File: config.mk
export PLATFORM = sky130hd
export DESIGN_NAME = serial_word_tx_flat
export DESIGN_NICKNAME = d
export VERILOG_FILES = /design/src/rtl/serial_word_tx_if.sv /design/src/rtl/serial_word_tx.sv /design/src/flat_wrapper.sv
export SDC_FILE = /design/constraint.sdc
export NUM_CORES = 1
export LEC_CHECK = 0
export ABC_AREA = 1
export CAP_MARGIN = 20
export CORE_AREA = 4 4 41 43
export CTS_BUF_LIST = sky130_fd_sc_hd__clkbuf_16
export CTS_CLUSTER_SIZE = 8
export DETAILED_ROUTE_END_ITERATION = 10
export DIE_AREA = 0 0 45 47
export PLACE_DENSITY = 0.49
export SETUP_SLACK_MARGIN = 0.02
export SYNTH_ARGS = -nofsm -noshare
export SYNTH_HDL_FRONTEND = slang
export SYNTH_SLANG_ARGS = --single-unit
File: constraint.sdc
create_clock -name Clk -period 1.1 [get_ports Clk]
set_input_delay 0.165 -clock Clk [delete_from_list [all_inputs] [get_ports Clk]]
set_output_delay 0.165 -clock Clk [all_outputs]
set_load 0.01 [all_outputs]
File: src/rtl/serial_word_tx_if.sv
// Word-load handshake and serial output bundle for serial_word_tx.
// The master side supplies words; the slave side is the transmitter.
interface serial_word_tx_if #(
    parameter int WIDTH = 4
) ();
    logic             Load;
    logic [WIDTH-1:0] Din;
    logic             Ready;
    logic             D;
    logic             Busy;
    logic             Last;

    modport master (
        output Load,
        output Din,
        input  Ready,
        input  D,
        input  Busy,
        input  Last
    );

    modport slave (
        input  Load,
        input  Din,
        output Ready,
        output D,
        output Busy,
        output Last
    );
endinterface

File: src/rtl/serial_word_tx.sv
// Parallel-in/serial-out word transmitter: one bit per clock on D, with
// zero-gap streaming when a new word is loaded during the final bit.
module serial_word_tx #(
    parameter int WIDTH     = 4,
    parameter bit MSB_FIRST = 1'b1
) (
    input logic             Clk,
    input logic             Rst,
    serial_word_tx_if.slave bus
);
    localparam int            CW       = (WIDTH > 1) ? $clog2(WIDTH) : 1;
    localparam logic [CW-1:0] CNT_LAST = CW'(WIDTH - 1);

    typedef enum logic {
        IDLE  = 1'b0,
        SHIFT = 1'b1
    } state_t;

    state_t           state, state_next;
    logic [WIDTH-1:0] sr, sr_next;
    logic [CW-1:0]    cnt, cnt_next;
    logic             d_q, busy_q, last_q;
    logic             d_next, busy_next, last_next;
    logic             accept;

    // Bit that sits at the output end of the shift register.
    function automatic logic out_bit(input logic [WIDTH-1:0] w);
        return MSB_FIRST ? w[WIDTH-1] : w[0];
    endfunction

    function automatic logic [WIDTH-1:0] shift_out(input logic [WIDTH-1:0] w);
        return MSB_FIRST ? {w[WIDTH-2:0], 1'b0} : {1'b0, w[WIDTH-1:1]};
    endfunction

    assign bus.Ready = (state == IDLE) | last_q;
    assign accept    = bus.Load & bus.Ready;

    // NOTE: every always_comb output gets a default first, so no path can
    // leave a value unassigned and infer a latch.
    always_comb begin
        state_next = state;
        sr_next    = sr;
        cnt_next   = cnt;

        case (state)
            IDLE: begin
                if (accept) begin
                    state_next = SHIFT;
                    sr_next    = bus.Din;
                    cnt_next   = '0;
                end
            end
            SHIFT: begin
                if (last_q) begin
                    if (accept) begin
                        sr_next  = bus.Din;
                        cnt_next = '0;
                    end else begin
                        state_next = IDLE;
                        sr_next    = '0;
                        cnt_next   = '0;
                    end
                end else begin
                    sr_next  = shift_out(sr);
                    cnt_next = cnt + CW'(1);
                end
            end
            default: begin
                state_next = IDLE;
                sr_next    = '0;
                cnt_next   = '0;
            end
        endcase

        // Outputs are registered from next-state values so D shows the first
        // bit directly after the accepting edge.
        busy_next = (state_next == SHIFT);
        last_next = busy_next && (cnt_next == CNT_LAST);
        d_next    = busy_next & out_bit(sr_next);
    end

    // NOTE: Rst is asynchronous, so it sits in the sensitivity list and a
    // partially sent word is dropped immediately, not at the next edge.
    // NOTE: sequential state uses non-blocking assignments only, so every
    // register samples pre-edge values regardless of statement order.
    always_ff @(posedge Clk or posedge Rst) begin
        if (Rst) begin
            state  <= IDLE;
            sr     <= '0;
            cnt    <= '0;
            d_q    <= 1'b0;
            busy_q <= 1'b0;
            last_q <= 1'b0;
        end else begin
            state  <= state_next;
            sr     <= sr_next;
            cnt    <= cnt_next;
            d_q    <= d_next;
            busy_q <= busy_next;
            last_q <= last_next;
        end
    end

    assign bus.D    = d_q;
    assign bus.Busy = busy_q;
    assign bus.Last = last_q;
endmodule

File: src/flat_wrapper.sv
// flat-port wrapper written by rule: the top's interface ports become plain ports
module serial_word_tx_flat 
#(
    parameter int WIDTH     = 4,
    parameter bit MSB_FIRST = 1'b1
)
  (Clk, Rst, bus_Load, bus_Din, bus_Ready, bus_D, bus_Busy, bus_Last);
  serial_word_tx_if #(.WIDTH(WIDTH)) bus_i ();
  input logic Clk;
  input logic Rst;
  input wire logic [$bits(bus_i.Load)-1:0] bus_Load;
  input wire logic [$bits(bus_i.Din)-1:0] bus_Din;
  output wire logic [$bits(bus_i.Ready)-1:0] bus_Ready;
  output wire logic [$bits(bus_i.D)-1:0] bus_D;
  output wire logic [$bits(bus_i.Busy)-1:0] bus_Busy;
  output wire logic [$bits(bus_i.Last)-1:0] bus_Last;
  assign bus_i.Load = bus_Load;
  assign bus_i.Din = bus_Din;
  assign bus_Ready = bus_i.Ready;
  assign bus_D = bus_i.D;
  assign bus_Busy = bus_i.Busy;
  assign bus_Last = bus_i.Last;
  serial_word_tx #(.WIDTH(WIDTH), .MSB_FIRST(MSB_FIRST)) u_core (.Clk(Clk), .Rst(Rst), .bus(bus_i));
endmodule
==> metrics.cfg <==
[global_route]
track_usage = 0.1033
grt_max_degree = 9
antenna_found_initial = 0
overflow = 0
grt_pass1_wl_mm = 1.414
grt_pass1_vias = 339

[critical_path]
cp_cell_sequence = inv_2 -> nand2_2 -> buf_6
worst_setup_path_end_kind = primary output
required_ns = 0.94
worst-path-buf-inv = 2
cp_top_family = flip-flops
crit_type = reg -> out
start_kind = register
critPathSlowestCell = dfrtp_1
path_max_fanout = 3
cp.arrival_ns = 0.90
max_stage_delay_ns = 0.41

[final_layout]
syn_to_final_growth_pct = 70.14
finalInstanceArea_um2 = 613.1
drive_gt1_frac = 0.2419
layout.cells.non_filler = 77
final_nets = 71
diodes = 0

[timing]
rsz0062_at_grt = yes
setup_violations = 0
clock_skew_ns = 0.001546
period_minus_slack_ns = 1.066
maxSlewHeadroom = 0.7982
worst_slew_pin_slew_ns = 0.3024
finalCritPeriodShare = 0.9694
fin_tns_setup_ns = 0
drv_slew = 0
holdWs_ns = 0.1824
timing.fmax_ghz = 0.9378
hold_viol = 0

[power]
p_comb_frac = 0.420
clockPowerShare = 0.313
p_switching_mw = 0.6378
ir_drop_mv = 2.094
powerDensity_mw_per_mm2 = 3139
pwr-share-seq = 0.268
swShare = 0.3314
power.internal_mw = 1.287
fin_total_pwr_mw = 1.924
p_leak_nw = 0.3190

[place]
io_buffer_count = 10
hpwlAfterDp_um = 642.5
place_area_um2 = 501.7
place_inst = 72
place_congestion = 0.7341

[drt]
totalWireLength_um = 867
first_pass_iters = 2
post_drt_wl_per_cell_um = 11.26
ant_nets = 0
drc = 0
drt_iter0_markers = 13
via_per_inst = 4.442
vias = 342

[floorplan]
rows = 13
coreArea_mm2 = 0.001301
dieArea_mm2 = 0.002115
io_pins = 11
die_h_um = 47
start_util = 0.2769
die_x_um = 45

[synth]
avgSynthCellArea_um2 = 8.190
ys_seq_area_frac = 0.5556
syn_area_um2 = 360.3
ys_warn_count = 0
ys_ff_latch = 8
synth.distinct_cells = 9
synthesis.nets = 51
postSynthCellCount = 44

[cts]
cts_root_buf = clkbuf_16
cts_tree = done
worst_skew_pair.late_latency_ns = 0.23
clock_sinks = 8
clk_pin_slew_ns = 0.04
htree_levels = 1
cts_made_buffers = 3
clk_path_buf_depth = 2

[run_status]
status = completed

[run]
drv_cap = 0

[hold_path]
min_path_type = in -> async

cells in the mapped netlist, drive strengths merged:
| library cell | count | area [um^2] |
|---|---|---|
| dfrtp | 8 | 200.2 |
| inv | 7 | 26.28 |
| nand2 | 15 | 63.81 |
| nand3 | 10 | 50.05 |
| nor2 | 2 | 10.01 |
| o21ai | 2 | 10.01 |
state kept, by name, summed over array words and instances (netlist names):
signal	cells
u_core.bus.Last	1
u_core.bus.D	1
u_core.state	1
u_core.sr	3
u_core.cnt	2
per-stage QoR:
stage / util / worst slack (ns)
after CTS: 0.4481 / 0.02602
after global routing: 0.4712 / -0.007159
after global placement: 0.3856 / -0.07149
final: 0.4712 / 0.03366
after floorplan: - / 0.1588
after detailed placement: 0.3856 / -0.09048
worst register-to-register path, stage by stage, from the launching register on:
cell and delay (ns):
dfrtp_1 0.41, buf_6 0.14, buf_6 0.11, nor2_4 0.11
nand2_1 0.06, nand2_1 0.06, inv_1 0.03, nand2_1 0.04
placed cells by master, fill, tap and decap left out, drive strengths merged:
cell and instances:
buf 6, clkbuf 3, clkdlybuf4s15 2, clkdlybuf4s50 6, dfrtp 8, dlygate4sd2 1
inv 7, nand2 15, nand3 10, nor2 2, o21ai 2
cell type report:
type                            instances  area [um^2]
Clock buffer                            3        75.07
Multi-Input combinational cell         29        143.9
Tap cell                               15        18.77
Inverter                                7        26.28
Timing Repair Buffer                   15        148.9
Sequential cell                         8        200.2
Fill cell                             137        688.2
final timing paths:
path	startpoint	end	slack [ns]	depth (start not counted)
max	u_core.bus.Last	bus_Ready	0.03	3
min	Rst	u_core.sr[2]	0.18	2
max reg2reg	u_core.bus.Last	u_core.sr[2]	0.08	7
min reg2reg	u_core.sr[2]	u_core.bus.D	0.50	2
max in group asynchronous	Rst	u_core.state	0.69	2
min in group Clk	u_core.sr[2]	u_core.bus.D	0.50	2
layer usage:
layer | up-vias | share of wire | track usage
li1 | 176 | - | -
met5 | - | 0 | 0
met2 | 9 | 0.48 | 0.1554
met3 | 2 | 0.074 | 0.07663
met4 | 0 | 0.013 | 0.05263
met1 | 155 | 0.43 | 0.1065
cell families after synthesis:
logic type | share of synthesized area
compound gates | 0.02778
flops | 0.5556
buf+inv | 0.07293
simple gates | 0.3438
power groups by stage:
stage | Combinational (mW) | Sequential [mW] | Clock (mW)
CTS | 0.704 | 0.510 | 0.616
finish | 0.808 | 0.516 | 0.601
global placement | 0.716 | 0.511 | 0
floorplan | 0.367 | 0.527 | 0
global route | 0.905 | 0.529 | 0.633
detailed placement | 0.705 | 0.516 | 0
repair_timing:
item | CTS | global route
endpoints found under the setup margin | 4 | 6
setup buffers | 1 | 1
pin swaps | 0 | 3
hold buffers | 0 | 0
resized for setup | 10 | 5
No activity file was read; power rests on OpenSTA's default activity.
